===== config.mk =====
export PLATFORM = sky130hd
export DESIGN_NAME = bcd_adder_serial_4digits
export DESIGN_NICKNAME = d
export VERILOG_FILES = /design/src/rtl/bcd_adder_serial_4digits.sv
export SDC_FILE = /design/constraint.sdc
export NUM_CORES = 1
export LEC_CHECK = 0
export ABC_CLOCK_PERIOD_IN_PS = 4800
export CAP_MARGIN = 30
export CORE_MARGIN = 2
export CORE_UTILIZATION = 54
export DETAILED_ROUTE_END_ITERATION = 8
export PLACE_DENSITY_LB_ADDON = 0.25
export RECOVER_POWER = 25
export SLEW_MARGIN = 30
export SYNTH_ARGS = -nofsm -noshare
export SYNTH_HDL_FRONTEND = slang
export SYNTH_SLANG_ARGS = --single-unit

===== constraint.sdc =====
create_clock -name clk -period 4.8 [get_ports clk]
set_clock_uncertainty 0.05 [all_clocks]
set_input_delay 0.72 -clock clk [delete_from_list [all_inputs] [get_ports clk]]
set_output_delay 0.72 -clock clk [all_outputs]
set_load 0.03 [all_outputs]

===== src/rtl/bcd_adder_serial_4digits.sv =====
// Digit-serial packed-BCD adder: one shared 4-bit digit adder with +6 correction, LSD first.
// Latency DIGITS cycles from accepted start to done; start is ignored while busy (no other backpressure).
module bcd_adder_serial_4digits #(
    parameter int DIGITS = 4
) (
    input  logic                clk,
    input  logic                rst_n,
    input  logic                start,
    input  logic [4*DIGITS-1:0] a,
    input  logic [4*DIGITS-1:0] b,
    input  logic                cin,
    output logic                busy,
    output logic                done,
    output logic [4*DIGITS-1:0] sum,
    output logic                cout,
    output logic                invalid
);

    localparam int W  = 4 * DIGITS;
    localparam int CW = (DIGITS > 1) ? $clog2(DIGITS) : 1;

    typedef enum logic [1:0] {
        IDLE = 2'd0,
        RUN  = 2'd1,
        DONE = 2'd2
    } state_t;

    state_t          state_q, state_d;
    logic [W-1:0]    a_q, a_d;
    logic [W-1:0]    b_q, b_d;
    logic [W-1:0]    sum_q, sum_d;
    logic [CW-1:0]   cnt_q, cnt_d;
    logic            carry_q, carry_d;
    logic            cout_q, cout_d;
    logic            invalid_q, invalid_d;

    logic [4:0]      dig_sum;
    logic [4:0]      dig_adj;
    logic [3:0]      dig;
    logic            c_nxt;

    // Operands are shifted right each digit so the adder always reads nibble 0;
    // sum is shifted in from the top so digit i lands in [4i+3:4i] after the last step.
    always_comb begin
        dig_sum = {1'b0, a_q[3:0]} + {1'b0, b_q[3:0]} + {4'b0000, carry_q};
        dig_adj = dig_sum + 5'd6;
        dig     = dig_sum[3:0];
        c_nxt   = 1'b0;
        if (dig_sum > 5'd9) begin
            dig   = dig_adj[3:0];
            c_nxt = 1'b1;
        end
    end

    always_comb begin
        state_d   = state_q;
        a_d       = a_q;
        b_d       = b_q;
        sum_d     = sum_q;
        cnt_d     = cnt_q;
        carry_d   = carry_q;
        cout_d    = cout_q;
        invalid_d = invalid_q;
        case (state_q)
            IDLE, DONE: begin
                if (start) begin
                    a_d       = a;
                    b_d       = b;
                    carry_d   = cin;
                    cnt_d     = '0;
                    invalid_d = 1'b0;
                    state_d   = RUN;
                end else begin
                    state_d   = IDLE;
                end
            end
            RUN: begin
                a_d            = a_q >> 4;
                b_d            = b_q >> 4;
                carry_d        = c_nxt;
                sum_d          = sum_q >> 4;
                sum_d[W-1 -: 4] = dig;
                invalid_d      = invalid_q | (a_q[3:0] > 4'd9) | (b_q[3:0] > 4'd9);
                cnt_d          = cnt_q + CW'(1);
                if (cnt_q == CW'(DIGITS - 1)) begin
                    cout_d  = c_nxt;
                    state_d = DONE;
                end
            end
            default: state_d = IDLE;
        endcase
    end

    always_ff @(posedge clk or negedge rst_n) begin
        if (!rst_n) begin
            state_q   <= IDLE;
            a_q       <= '0;
            b_q       <= '0;
            sum_q     <= '0;
            cnt_q     <= '0;
            carry_q   <= 1'b0;
            cout_q    <= 1'b0;
            invalid_q <= 1'b0;
        end else begin
            state_q   <= state_d;
            a_q       <= a_d;
            b_q       <= b_d;
            sum_q     <= sum_d;
            cnt_q     <= cnt_d;
            carry_q   <= carry_d;
            cout_q    <= cout_d;
            invalid_q <= invalid_d;
        end
    end

    assign busy    = (state_q == RUN);
    assign done    = (state_q == DONE);
    assign sum     = sum_q;
    assign cout    = cout_q;
    assign invalid = invalid_q;

endmodule


==> After elaboration in Yosys (flattened, before gate mapping) <==
Cells that the tools add are included.
{ "totals": {"reg_bits": 55, "input_bits": 36, "out_inout_bits": 20, "elab_cells": 42} }
{ "op_classes": {"addsub": 4, "order_cmp": 3, "n_eq_ne": 5, "muxes": 15, "bitwise": 2, "n_reduce_logical": 5} }
{ "op_table": {"columns": ["op", "count"], "rows": [
  ["$pmux W16 S2", 2],
  ["$mux W16", 2],
  ["$gt A4 B4 Y1 const B", 2],
  ["$pmux W2 S2", 2],
  ["$add A4 B4 Y5", 1],
  ["$add A5 B1 Y5", 1],
  ["$gt A5 B4 Y1 const B", 1],
  ["$add A4 B3 Y4 const B", 1],
  ["$eq A2 B2 Y1 const B", 2],
  ["$mux W1", 4],
  ["$mux W2", 2],
  ["$mux W4", 1],
  ["$pmux W1 S2", 2],
  ["$reduce_and A2 Y1", 2],
  ["$add A2 B1 Y2 const B", 1],
  ["$eq A2 B1 Y1 const B", 1],
  ["$logic_not A2 Y1", 1],
  ["$ne A2 B1 Y1 const B", 1],
  ["$ne A2 B2 Y1 const B", 1],
  ["$or A1 B1 Y1", 2],
  ["$reduce_bool A2 Y1", 1],
  ["$reduce_or A2 Y1", 1]
]} }

==> Depth between registers and ports, before layout <==
{ "depth": {"depth_word": 5, "ltp_mapped": 8, "depth_no_buf": 8} }

==> Least setup slack after synthesis <==
Ideal clock, no wire load.
{ "synth_path": {"path_type": "register to register", "from": "register a_q[0]", "to": "register sum_q[14], in the netlist sum[14]", "setup_time_ns": 0.082, "t_arrival_ns": 2.404, "required_time_ns": 4.668, "path_slack_ns": 2.264, "path_stages_with_launch": 9, "path_buffers": 0, "path_cell_list": "dfrtp_1 fa_1 fa_1 xnor2_1 ha_1 nand2_1 a221oi_1 o221ai_1 a31oi_1"} }
{ "synth_between": {"elab_chain_len": 4, "word_cells_on_any_way": 5, "classes_between": "add/sub (3); order compare (1); mux (1)"} }
{ "synth_rtl": {"columns": ["item", "line_no", "text"], "rows": [
  ["from (decl)", "29", "logic [W-1:0] a_q, a_d;"],
  ["from (signal assigned)", "97", "a_q <= '0;"],
  ["from (signal assigned)", "106", "a_q <= a_d;"],
  ["$add A4 B4 Y5 *", "45", "dig_sum = {1'b0, a_q[3:0]} + {1'b0, b_q[3:0]} + {4'b0000, carry_q};"],
  ["$add A5 B1 Y5 *", "45", null],
  ["$add A4 B3 Y4 / $gt A5 B4 Y1 (equally long branches)", "46, 49", null],
  ["$mux W4 *", "49", "if (dig_sum > 5'd9) begin"],
  ["to (signal assigned)", "108", "sum_q <= sum_d;"],
  ["to (decl)", "31", "logic [W-1:0] sum_q, sum_d;"]
]} }
Every way passes the cells marked *; elsewhere a longest branch is shown, timed or not.
A chain may end at the register's enable or synchronous reset.

==> Worst setup path in the final report <==
{ "layout_path": {"from": "register state_q[0]", "to": "output busy"} }
{ "layout_between": {"elab_chain_len": 1} }
{ "layout_rtl": {"columns": ["item", "line_no", "text"], "rows": [
  ["from (decl)", "28", "state_t state_q, state_d;"],
  ["from (signal assigned)", "105", "state_q <= state_d;"],
  ["$eq A2 B1 Y1", "116", "assign busy = (state_q == RUN);"],
  ["to (decl)", "12", "output logic busy,"]
]} }
No other way between the ends.

==> out/qor.yml <==
cts_sinks: 55
slew-limit-headroom_pct: -88.2
post_cts_buffers: 0
min_period_ns: 3.29
drt_iter0_drc: 111
worstMarginPinSlew_ns: 2.82
start_kind: "register"
critPathArrivalTime_ns: 2.52
drive_gt1_share_pct: 5.26
area_delta_synth_final_pct: 25.3
power.leakage_nw: 1.45
die_w_um: 72.6
max_freq_mhz: 304
clk_pin_slew_ns: 0.09
placedCellCount: 367
setup_violations: 0
ant_nets: 0
grt_max_degree: 69
synthTopCellsByArea: "dfrtp_1 54%, nand2_1 13%, a31oi_1 6.4%, nor2_1 4.6%, a22o_1 3.1%"
cts_buffers: 5
hold_viol: 0
pwr-share-comb_pct: 58.1
io_pins: 56
wl_per_cell_um: 14.0
hp-class: "reg -> reg"
status: "finished, violations left"
rsz0062_at_grt: "false"
nNetsFinal: 365
synth_top_area_share_pct: 54.2
violations: "capacitance limit, slew limit"
hpwl_um: 3620
cts.repair.resized: 0
crit_type: "reg -> out"
seq_area_frac_synth_pct: 54.2
htree_num_levels: 2
clkPwrFrac_pct: 10.0
vias: 2084
drc: 0
ir_drop_v: 0.000352
first_pass_iters: 6
cts_root_buf: "clkbuf_8"
wirelength_um: 5230
rows: 24
netlist_instances: 276
p_switching_mw: 1.20
swShare_pct: 45.5
grt_overflow: 0
syn_avg_cell_area_sq_um: 9.19
place_congestion: 0.791
final_cell_area_sq_um: 3180
intPower_mw: 1.44
ctsLongestPathBuffers: 2
first_global_vias: 2018
diodes: 0
yosys_warnings: 0
synth_cell_types: 33
setup_tns_ns: 0
dieArea_sq_um: 5260
ys_ff_latch: 55
viasPerCell: 5.56
finalMaxSlewViolations: 56
fill_cells: 360
die_h_um: 72.6
synth_nets: 319
placed_cell_area_sq_um: 3090
antenna_found_initial: 0
syn_area_sq_um: 2540
cp.required_ns: 4.03
yosys.area.top_type: "dfrtp_1"
io_buffers: 55
grt_usage_pct: 22.1
endpoint_kind: "output port"
min_period_over_period_pct: 68.5
core_region_area_sq_um: 4440
cap_violations: 1
p_seq_share_pct: 31.9
start_util_pct: 57.1
grt_pass1_wl_um: 9000
cts_tree: "yes"
power_density_nw_per_um2: 828
stdcell_count: 375
clock_latency_ns: 0.31
hold_buffers: 0
path_max_fanout: 68
## flip-flops by register name (all words and copies together) (netlist names)
signal,count
invalid,1
sum,16
a_q,16
state_q,2
carry_q,1
cout,1
cnt_q,2
b_q,16
## cells in the final DEF, fill, tap and decap left out, types with 2 or more instances in the layout
master           instances
buf_4                    2
ha_1                     5
o21ai_0                  4
inv_1                    3
nand2b_1                 2
nand2_1                 91
mux2i_1                  2
clkbuf_1                 2
fa_1                     2
nor2_1                  31
a22o_1                   9
a21oi_1                  3
o21a_1                   2
a21oi_2                  3
clkdlybuf4s50_1         54
nor2b_1                  2
dfrtp_1                 55
o21ai_1                  2
clkbuf_8                 6
a31oi_1                 26
## per-stage QoR
| step | hold WS [ns] | setup WS, ns | total power [mW] | util, % |
|---|---|---|---|---|
| after floorplan | 0.374 | 2.26 | 1.99 | - |
| after global placement | 0.407 | 1.91 | 2.30 | 69.5 |
| after detailed placement | 0.414 | 1.85 | 2.38 | 69.5 |
| after CTS | 0.436 | 1.51 | 2.66 | 71.6 |
| after global routing | 0.461 | 1.08 | 2.87 | 71.6 |
| final | 0.430 | 1.51 | 2.63 | 71.6 |
## kinds of logic (layout without fill, tap and decap cells)
| group | after synthesis | after routing | share of synthesized area (%) |
|---|---|---|---|
| AND/OR/NAND/NOR | 132 | 132 | 20.7 |
| adder cells (fa/ha/maj) | 7 | 7 | 4.04 |
| XOR/XNOR | 1 | 1 | 0.345 |
| buffers and inverters | 22 | 69 | 3.85 |
| AO/OA/AOI/OAI | 57 | 57 | 16.1 |
| flip-flops | 55 | 55 | 54.2 |
| multiplexers | 2 | 2 | 0.789 |
## synth_stat cells (all sizes together)
cell type	instances
nand2	91
dfrtp	55
nor2	31
a31oi	26
clkbuf	10
a22o	9
buf	9
a21oi	6
o21ai	6
ha	5
inv	3
nand2b	3
nor2b	3
fa	2
mux2i	2
o21a	2
a21o	1
a221oi	1
a22oi	1
a31o	1
a41o	1
and2	1
and3	1
nand3	1
o211ai	1
o221ai	1
o31ai	1
or2	1
xnor2	1
## power groups by stage
stage	sequential, mW	clock [mW]	combinational (mW)
global placement	0.837	0	1.46
finish	0.840	0.264	1.53
global route	0.868	0.285	1.72
CTS	0.843	0.270	1.54
floorplan	0.947	0	1.04
detailed placement	0.850	0	1.53
## worst max-delay path, stage by stage, from the launching register on
cell and delay [ns]:
dfrtp_1 0.43, nand2b_2 0.08, buf_4 0.49, inv_1 0.46, clkdlybuf4s50_1 0.71
## worst paths after layout
path	from	end	slack, ns	depth (start not counted)
hold reg to reg	sum[2]	sum[2]	0.43	2
setup reg to reg	a_q[0]	sum[14]	2.00	8
max in group asynchronous	rst_n	sum[14]	1.76	2
hold / removal	sum[2]	sum[2]	0.43	2
min in group asynchronous	rst_n	sum[0]	1.36	2
setup / recovery	state_q[0]	busy	1.51	4
## cell type report
cell class	count	area, sq um	area share [%]
timing repair buffer	58	564	17.7
clock buffer	7	86.3	2.71
multi-input combinational	199	1070	33.6
tap	52	65.1	2.05
inverter	3	11.3	0.354
sequential	55	1380	43.3
clock inverter	1	8.76	0.275
## metal layers
metal	up-vias	GRT usage, %	wire length, um
met2	58	37.9	2650
met4	0	9.26	87
met1	995	27.8	2270
li1	1021	-	-
met3	10	3.47	226
met5	-	0	0
Note: power is estimated with default switching activity, not from simulation.
